--- src/rtl/vx_stream_rr_mux.sv ---
// vx_stream_rr_mux: round-robin N:1 valid/ready stream mux, optional output register.
// Define VX_STREAM_RR_MUX_PERF_EN to add the perf_stalls/perf_xfers counters.
module vx_stream_rr_mux #(
  parameter int NUM_REQS = 4,
  parameter int DATAW = 32,
  parameter int OUT_BUF = 1,
  localparam int LOG_NUM_REQS = (NUM_REQS > 1) ? $clog2(NUM_REQS) : 1
) (
  input  logic                      clk,
  input  logic                      reset,
  input  logic [NUM_REQS-1:0]       valid_in,
  input  logic [NUM_REQS*DATAW-1:0] data_in,
  output logic [NUM_REQS-1:0]       ready_in,
  output logic                      valid_out,
  output logic [DATAW-1:0]          data_out,
  output logic [LOG_NUM_REQS-1:0]   sel_out,
  input  logic                      ready_out
`ifdef VX_STREAM_RR_MUX_PERF_EN
  ,
  output logic [43:0]               perf_stalls,
  output logic [43:0]               perf_xfers
`endif
);

  typedef logic [LOG_NUM_REQS-1:0] idx_t;

  logic [DATAW-1:0] din [NUM_REQS];

  for (genvar i = 0; i < NUM_REQS; i++) begin : g_din
    assign din[i] = data_in[i*DATAW +: DATAW];
  end

  idx_t rr_ptr_q, rr_ptr_d;
  idx_t rr_grant, grant;
  logic rr_valid, grant_valid;
  logic in_xfer;
  logic [NUM_REQS-1:0] grant_oh;

  function automatic idx_t next_idx(idx_t g);
    return (g == idx_t'(NUM_REQS - 1)) ? '0 : g + idx_t'(1);
  endfunction

  // Scan from the far end so the lowest offset from rr_ptr wins.
  always_comb begin
    int j;
    rr_valid = 1'b0;
    rr_grant = '0;
    for (int i = NUM_REQS - 1; i >= 0; i--) begin
      j = int'(rr_ptr_q) + i;
      if (j >= NUM_REQS) j = j - NUM_REQS;
      if (valid_in[idx_t'(j)]) begin
        rr_valid = 1'b1;
        rr_grant = idx_t'(j);
      end
    end
  end

  always_comb begin
    grant_oh = '0;
    for (int i = 0; i < NUM_REQS; i++) begin
      grant_oh[i] = (grant == idx_t'(i));
    end
  end

  assign in_xfer  = |(valid_in & ready_in);
  assign rr_ptr_d = in_xfer ? next_idx(grant) : rr_ptr_q;

  always_ff @(posedge clk) begin
    if (reset) rr_ptr_q <= '0;
    else       rr_ptr_q <= rr_ptr_d;
  end

  if (OUT_BUF == 0) begin : g_comb
    logic lock_q, lock_d;
    idx_t lock_idx_q, lock_idx_d;

    // A stalled output pins its source; a dropped source frees the lock.
    always_comb begin
      grant       = rr_grant;
      grant_valid = rr_valid;
      if (lock_q) begin
        grant       = lock_idx_q;
        grant_valid = valid_in[lock_idx_q];
      end
    end

    assign valid_out = grant_valid & ~reset;
    assign data_out  = din[grant];
    assign sel_out   = grant;
    assign ready_in  = grant_oh
                     & {NUM_REQS{grant_valid & ready_out & ~reset}};

    always_comb begin
      lock_d     = lock_q;
      lock_idx_d = lock_idx_q;
      if (lock_q) begin
        if (!grant_valid || ready_out) lock_d = 1'b0;
      end else if (valid_out && !ready_out) begin
        lock_d     = 1'b1;
        lock_idx_d = grant;
      end
    end

    always_ff @(posedge clk) begin
      if (reset) begin
        lock_q     <= 1'b0;
        lock_idx_q <= '0;
      end else begin
        lock_q     <= lock_d;
        lock_idx_q <= lock_idx_d;
      end
    end
  end else begin : g_reg
    logic             valid_q, valid_d;
    logic [DATAW-1:0] data_q, data_d;
    idx_t             sel_q, sel_d;
    logic             accept;

    assign grant       = rr_grant;
    assign grant_valid = rr_valid;
    assign accept      = ~valid_q | ready_out;
    assign ready_in    = grant_oh
                       & {NUM_REQS{grant_valid & accept & ~reset}};

    always_comb begin
      valid_d = valid_q;
      data_d  = data_q;
      sel_d   = sel_q;
      if (in_xfer) begin
        valid_d = 1'b1;
        data_d  = din[grant];
        sel_d   = grant;
      end else if (ready_out) begin
        valid_d = 1'b0;
      end
    end

    always_ff @(posedge clk) begin
      if (reset) begin
        valid_q <= 1'b0;
        data_q  <= '0;
        sel_q   <= '0;
      end else begin
        valid_q <= valid_d;
        data_q  <= data_d;
        sel_q   <= sel_d;
      end
    end

    assign valid_out = valid_q;
    assign data_out  = data_q;
    assign sel_out   = sel_q;
  end

`ifdef VX_STREAM_RR_MUX_PERF_EN
  logic [43:0] stalls_q, xfers_q;

  always_ff @(posedge clk) begin
    if (reset) begin
      stalls_q <= '0;
      xfers_q  <= '0;
    end else begin
      if ((|valid_in) && !in_xfer) stalls_q <= stalls_q + 44'd1;
      if (valid_out && ready_out)  xfers_q  <= xfers_q + 44'd1;
    end
  end

  assign perf_stalls = stalls_q;
  assign perf_xfers  = xfers_q;
`endif

endmodule

--- config.mk ---
export PLATFORM = sky130hd
export DESIGN_NAME = vx_stream_rr_mux
export DESIGN_NICKNAME = d
export VERILOG_FILES = /design/src/rtl/vx_stream_rr_mux.sv
export SDC_FILE = /design/constraint.sdc
export NUM_CORES = 1
export LEC_CHECK = 0
export BUFFER_PORTS_ARGS = -buffer_cell sky130_fd_sc_hd__clkbuf_2
export CORE_ASPECT_RATIO = 0.7
export CORE_MARGIN = 2
export CORE_UTILIZATION = 40
export DETAILED_ROUTE_END_ITERATION = 10
export GPL_TIMING_DRIVEN = 1
export PLACE_DENSITY = 0.74
export SYNTH_ARGS = -nofsm -noshare
export SYNTH_HDL_FRONTEND = slang
export SYNTH_SLANG_ARGS = --single-unit
--- constraint.sdc ---
create_clock -name clk -period 2.6 [get_ports clk]
set_input_delay 0.26 -clock clk [delete_from_list [all_inputs] [get_ports clk]]
set_output_delay 0.26 -clock clk [all_outputs]
set_load 0.02 [all_outputs]
Word level (Yosys, flattened, before mapping)
Cells that the tools add are included.
{ "totals": {"ff_bits": 37, "inputBits": 135, "out_inout_bits": 39, "word_cells": 61} }
{ "classes": {"add_sub_neg": 8, "magnitude_cmp": 9, "eq_ne": 3, "mux": 26, "bitwise_logic": 8, "reduce_logical": 3} }
{ "op_table": {"columns": ["operator", "count"], "rows": [
  ["binary-select mux 32 bit (select 2 bit)", 1],
  ["two-way mux 32 bit", 2],
  ["two-way mux 2 bit", 9],
  [">= comparator 3 bit, second input constant", 4],
  ["less-than comparator 2 x 3 -> 1 bit, second input constant", 4],
  ["two-way mux 1 bit", 10],
  ["AND 4 bit", 2],
  ["binary-select mux 1 bit (select 2 bit)", 4],
  ["subtractor 2 x 1 -> 2 bit, second input constant", 4],
  ["adder 2 x 2 -> 3 bit, second input constant", 2],
  ["== test 2 bit, second input constant", 2],
  ["OR reduction 4 bit", 1],
  ["adder 2 x 1 -> 3 bit, second input constant", 1],
  [">= comparator 2 x 3 -> 1 bit, second input constant", 1],
  ["inverter 2 -> 3 bit", 1],
  ["adder 2 x 1 -> 2 bit, second input constant", 1],
  ["AND 1 bit", 2],
  ["== test 2 x 1 -> 1 bit, second input constant", 1],
  ["logical NOT 2 bit", 1],
  ["inverter 1 bit", 2],
  ["nonzero test 2 bit", 1],
  ["bitwise OR 1 bit", 1]
]} }

Depth between registers and ports, before layout
Gate-level depths: netlist of the first run.
{ "depth": {"ltp_word": 15, "ltp_mapped": 12, "mapped_depth_nobuf": 8} }

Worst setup path after synthesis of the first run
Ideal clock, no wire load.
{ "synth_path": {"path_type": "reg-to-output", "startpoint": "register rr_ptr_q[0]", "endpoint": "output ready_in[3]", "arrival_time_ns": 2.333, "required_time_ns": 2.340, "path_slack_ns": 0.007, "path_stages_with_launch": 10, "path_buffers": 2, "cell_sequence": "dfxtp_1 -> nand2b_1 -> nor2b_1 -> o32ai_4 -> inv_2 -> buf_2 -> buf_1 -> ha_1 -> inv_1 -> nor4_1"} }
{ "synth_between": {"elab_chain_cells": 12, "elab_cells_between_ends": 35, "cone_classes": "add/sub (7); order compare (4); eq/ne (1); mux (20); bitwise (3)"} }
{ "synth_lines": {"columns": ["item", "line", "rtl"], "rows": [
  ["start, declared", "33", "idx_t rr_ptr_q, rr_ptr_d;"],
  ["start signal, assigned", "70", "else rr_ptr_q <= rr_ptr_d;"],
  ["adder 2 x 2 -> 3 bit", "49", "j = int'(rr_ptr_q) + i;"],
  [">= comparator 3 bit / subtractor 2 x 1 -> 2 bit (equally long branches)", "50", "if (j >= NUM_REQS) j = j - NUM_REQS;"],
  ["two-way mux 2 bit", "50", null],
  ["binary-select mux 1 bit (select 2 bit)", "51", "if (valid_in[idx_t'(j)]) begin"],
  ["two-way mux 1 bit (not written as such)", "51", null],
  ["two-way mux 1 bit (4 in a row)", "51", null],
  ["AND 1 bit (2 in a row)", "123", "& {NUM_REQS{grant_valid & accept & ~reset}};"],
  ["AND 4 bit (*)", "123", null],
  ["end, declared", "13", "output logic [NUM_REQS-1:0] ready_in,"]
]} }
Every way passes the cells marked *; elsewhere a longest branch is shown, timed or not. The select of a mux whose other input is x is not followed.

Final worst setup path of the first run
{ "layout_path": {"startpoint": "register rr_ptr_q[0]", "endpoint": "output ready_in[0]"} }
Same word-level chain as after synthesis.

==> metrics.txt, run 1 <==
outcome finished, final reports clean; num ports between 150 and 200; total of max-cap violations 0; Crit Path Class reg2out; R2R cell count 7; Die ar. 8110 sq um; Pre-antenna DRT Iters 4; WL per Instance 16.3 um; CTS resizes 0; proportion of layout cells with a drive suffix above 1 41.2%; Slew Viols, Final 0; ANT nets after route 0; Total Routing Usage GR 23.2%; total power ~3.5 mW; hold wc startpoint ready_out; final wirelength 9.68 mm; largest net degree at the start of global routing 68; CP Capture Type output port; Leak 1.65 nW; grt ovf 0; postcts setup bufs 0; synth unique cells 30; via density per instance 5.91; layer with the highest usage met2; Residual DRC 0; Die H 75.9 um; antenna violations before repair 0; cells after synthesis 349; worst setup path startpoint rr_ptr_q[0]$_SDFFE_PP0P_; leading area contributor after synthesis dfxtp_1; PwrDens a little under 900 nW/um^2; crit-path max FO 67; worst skew pair latency 280 ps; Final Hold Viols 0; Syn Area/Cell 8.48 sq um; Async S/R FF share, synth 0%; CP max stage delay 540 ps; EDFF count, synth 0; Slew @ Worst Pin about 1000 ps; synthesized cell area 2960 sq um; Rows 26; vias in the first global route 3291; slowest CP cell buf_4; fmax 408 MHz; CTS H-tree depth 2; synth warn 0; gp weighted congestion just under 0.8; WP data required 2340 ps; worst-case clock buffer depth 2; crit path DAT 2190 ps; global-route wire length before repair 15.5 mm; fill cell count 694; sequential-to-total area share from yosys stat between 20% and 30%; Die W around 110 um; Synth Flop Type dfxtp_1; Clk Tree Root Cell clkbuf_8; Slew Limit Headroom 30.3%; CTS tree yes; Register Area roughly 740 sq um; met1 Usage GRT between 30 and 40%; RSZ-0062 raised after global routing false; met2 global-route usage 37.8%; CP Launch Type register; area grow syn2layout 33.9%; vias 3505; Core Box Area just over 7000 sq um; crit path time final 2450 ps; commonest cells in the netlist a211oi_1 (64), o21a_1 (64), dfxtp_1 (37); worst vdd ir ~430 uV; TNS Setup 0 ps; clock skew 5.86 ps; top post-synthesis cells by area dfxtp_1 (25%), a211oi_1 (16%), o21a_1 (16%); Hold-fix buffers, CTS 0; Nets 630; worst-path cell chain nor2b_1, nor3_2, nor2_4, buf_4, nand2_1, nor2_1, clkbuf_2; hold depth 3; I/O Buffers 173; 1st-iter DRT viols 136; dpl hpwl 7.02 mm; post-route core utilization between 50 and 60%; Period Utilization, post-route 94.3%; multi-input logic area roughly 2000 sq um; GRT met3 Usage under 10%; post-synth top area share 25.0%; diode count 0; worst reg2reg path startpoint rr_ptr_q[1]$_SDFFE_PP0P_; syn nets 485; Hold Crit Class in2reg; Setup violations, final 0; number of buffers created by CTS 5; clock-pin slew on the worst setup and hold paths 80 ps; Initial Util 41.0%; number of clock sinks 37; register bit total from synthesis 37
==> worst max-delay path, delay by kind of cell, from the launching register on <==
kind          cells  cell delay, ps
simple gates      5             840
buf+inv           2             720
flops             1             340
==> final cells by class <==
type | count | share of cell area, %
clock buffer | 7 | 2.43
multi-input combinational | 256 | 50.5
timing repair buffer | 187 | 24.5
tap | 98 | 3.10
sequential | 37 | 18.7
inverter | 7 | 0.664
clock inverter | 1 | 0.126
==> stage by stage <==
step	setup WS [ps]	instance area (sq um)	std cells	hold slack, ps
floorplan	6.95	2960	349	438
global placement	467	3860	585	472
detailed placement	333	3860	585	479
CTS	137	3960	593	234
global route	30.6	3960	593	250
finish	149	3960	593	245
==> logic make-up after synthesis <==
| group | synth area share [%] |
|---|---|
| multiplexers | 0.381 |
| flip-flops | 25.0 |
| AND/OR/NAND/NOR | 11.6 |
| adder cells (fa/ha/maj) | 0.423 |
| AO/OA/AOI/OAI | 54.1 |
| buffers and inverters | 8.42 |
==> flip-flops by register name (all words and copies together), names as in the netlist <==
signal,count
rr_ptr_q,2
valid_out,1
data_out,32
sel_out,2
==> report_power, final <==
group,internal [mW],switching (mW)
clock network,0.240,0.203
registers,0.797,0.169
logic,0.805,1.29
total,1.84,1.66
==> path summary, 6_finish.rpt <==
| check | to | slack (ps) |
|---|---|---|
| hold / removal | valid_out$_SDFFE_PP0P_ | 250 |
| setup / recovery | ready_in[0] | 150 |
| setup reg to reg | data_out[12]$_SDFFE_PP0P_ | 350 |
| hold reg to reg | sel_out[1]$_SDFFE_PP0P_ | 490 |
==> cells in the final DEF (no fill, tap or decap), types with 2 or more instances in the layout <==
cell	Yosys	final
o21a_1	64	64
a41oi_1	32	32
nor2_1	4	3
a211oi_1	64	64
dfxtp_1	37	37
clkbuf_8	0	7
buf_4	0	14
inv_1	6	6
nor4_1	2	2
nor2b_1	5	5
nand2b_1	3	3
o31ai_1	32	32
a21oi_1	3	3
a221oi_2	2	2
nor3_2	0	2
clkbuf_2	0	173
nor3b_1	32	32
==> routing by layer <==
metal  part of all wire, %  vias to the layer above
met5                     0                        -
met4                  0.63                        0
met3                   9.1                        6
met2                    45                      154
met1                    45                     1633
li1                      -                     1712
Note: power is estimated with default switching activity, not from simulation.
==> run 2, diff against run 1 <==
- CELL_PAD_IN_SITES_DETAIL_PLACEMENT: not set -> 1
- CELL_PAD_IN_SITES_GLOBAL_PLACEMENT: not set -> 1
- CORE_UTILIZATION: 40 -> 28
- PLACE_DENSITY: 0.74 -> 0.75
- SETUP_SLACK_MARGIN: not set -> 0.4
==> metrics.txt, run 2 (synthesis gave the netlist of run 1 again) <==
outcome finished, final reports clean; delay-heaviest family, CP simple AND/OR/NAND/NOR gates; switch share 47.1%; total of max-cap violations 0; worst vdd ir 295 uV; clock-pin slew on the worst setup and hold paths 60 ps; Crit Path Class reg2out; Residual DRC 0; Rows 31; crit-path max FO 4; Pre-antenna DRT Iters 4; Slew Limit Headroom a little under a third; Final Hold Viols 0; ANT nets after route 0; Core Box Area ~10000 sq um; Slew @ Worst Pin 1050 ps; worst skew pair latency 270 ps; worst-case clock buffer depth 2; Gate power share 58.9%; postcts setup bufs 0; CP Launch Type register; Die W 127 um; P_sw ~1.8 mW; Leak about 1.7 nW; area grow syn2layout 39.3%; CP max stage delay 380 ps; number of buffers created by CTS 5; Hold Crit Class in2reg; CP Capture Type output port; Total Routing Usage GR 19.7%; num ports 174; RSZ-0062 raised after global routing true; Die ar. 11400 sq um; CTS H-tree depth 2; Clk Tree Root Cell clkbuf_16; CP Buf/Inv Count 3; PwrDens around 900 nW/um^2; Internal Power 2.00 mW; fill cell count 1298; number of clock sinks 37; grt ovf 0; Reg power frac 25.7%; vias ~3500; max FFs per register 32; non-filler cells, final 627; TNS Setup 0 ps; most frequent cells in the layout clkbuf_2 (172), o21a_1 (64), a211oi_1 (64); Clk network pwr share between 10% and 20%; fmax between 400 and 500 MHz; WL per Instance approximately 18 um; Nets 630; WP data required 2340 ps; final hold slack 272 ps; via density per instance 5.51; crit path DAT 1840 ps; Setup violations, final 0; final wirelength 11.6 mm; largest net degree at the start of global routing 66; worst-path cell chain o21ai_1, nor3_4, nor2_4, inv_2, ha_4, inv_1, nor4_2, buf_4; I/O Buffers about 170; proportion of layout cells with a drive suffix above 1 43.4%; global-route wire length before repair 18.5 mm; Die H 90.0 um; placed insts 619; slowest CP cell dfxtp_4; antenna violations before repair 0; diode count 0; crit path time final between 2000 and 2500 ps; Period Utilization, post-route 80.8%; most common cell after layout, fill and taps aside clkbuf_2; 1st-iter DRT viols approximately 130; dpl hpwl 8.42 mm; Slew Viols, Final 0; CTS tree yes; gp weighted congestion 0.807; Hold-fix buffers, CTS 0; clock skew 4.96 ps; vias in the first global route 3614; Initial Util 28.7%
-- run 2: area by class of cell --
class / count / area, sq um / share of cell area (%)
multi-input combinational: 256 / 2050 / 49.8
timing repair buffer: 187 / 988 / 24.0
sequential: 37 / 746 / 18.1
tap: 132 / 165 / 4.01
clock buffer: 5 / 125 / 3.04
inverter: 7 / 26.3 / 0.638
clock inverter: 3 / 17.5 / 0.425
-- run 2: worst reg2reg max path: cells and delay by family (launching register included) --
kind | cells | cell delay (ps)
DFF | 1 | 380
and+or+nand+nor | 1 | 260
AOI/OAI and AO/OA | 4 | 640
buffers and inverters | 2 | 670
-- run 2: path summary, 6_finish.rpt --
| path | cells after the start | startpoint | endpoint | slack [ps] |
|---|---|---|---|---|
| worst max-delay path | 8 | rr_ptr_q[1]$_SDFFE_PP0P_ | ready_in[3] | 500 |
| worst min-delay path | 3 | ready_out | valid_out$_SDFFE_PP0P_ | 270 |
| worst max register to register | 7 | rr_ptr_q[1]$_SDFFE_PP0P_ | data_out[5]$_SDFFE_PP0P_ | 540 |
| worst min register to register | 2 | sel_out[1]$_SDFFE_PP0P_ | sel_out[1]$_SDFFE_PP0P_ | 490 |
-- run 2: power by group through the flow --
| stage | Sequential (mW) | Combinational (mW) | Clock, mW |
|---|---|---|---|
| floorplan | 1.21 | 1.31 | 0 |
| global placement | 0.964 | 2.16 | 0 |
| detailed placement | 0.983 | 2.22 | 0 |
| CTS | 0.970 | 2.24 | 0.609 |
| global route | 1.01 | 2.43 | 0.634 |
| finish | 0.973 | 2.23 | 0.585 |
-- run 2: metal layers --
| metal | vias up | global-route usage [%] | part of all wire [%] |
|---|---|---|---|
| li1 | 1711 | - | - |
| met1 | 1604 | 26.2 | 47 |
| met2 | 134 | 32.3 | 45 |
| met3 | 8 | 5.54 | 7.4 |
| met4 | 0 | 3.57 | 0.82 |
| met5 | - | 0 | 0 |
-- run 2: repair_timing --
item | 4_1_cts | 5_1_grt
resized for setup | 3 | 8
pin swaps | 0 | 1
hold endpoints to repair | 0 | 0
cloned | 0 | 0
endpoints found under the setup margin | 36 | 38
-- run 2: metrics by stage --
step                utilization, %  instance area (sq um)  power (mW)  worst slack, ps
floorplan                        -                   3050        2.52              395
global placement              38.3                   3960        3.13              338
detailed placement            38.3                   3960        3.21              209
CTS                           39.8                   4110        3.81              402
global route                  39.9                   4120        4.07              380
finish                        39.9                   4120        3.79              500
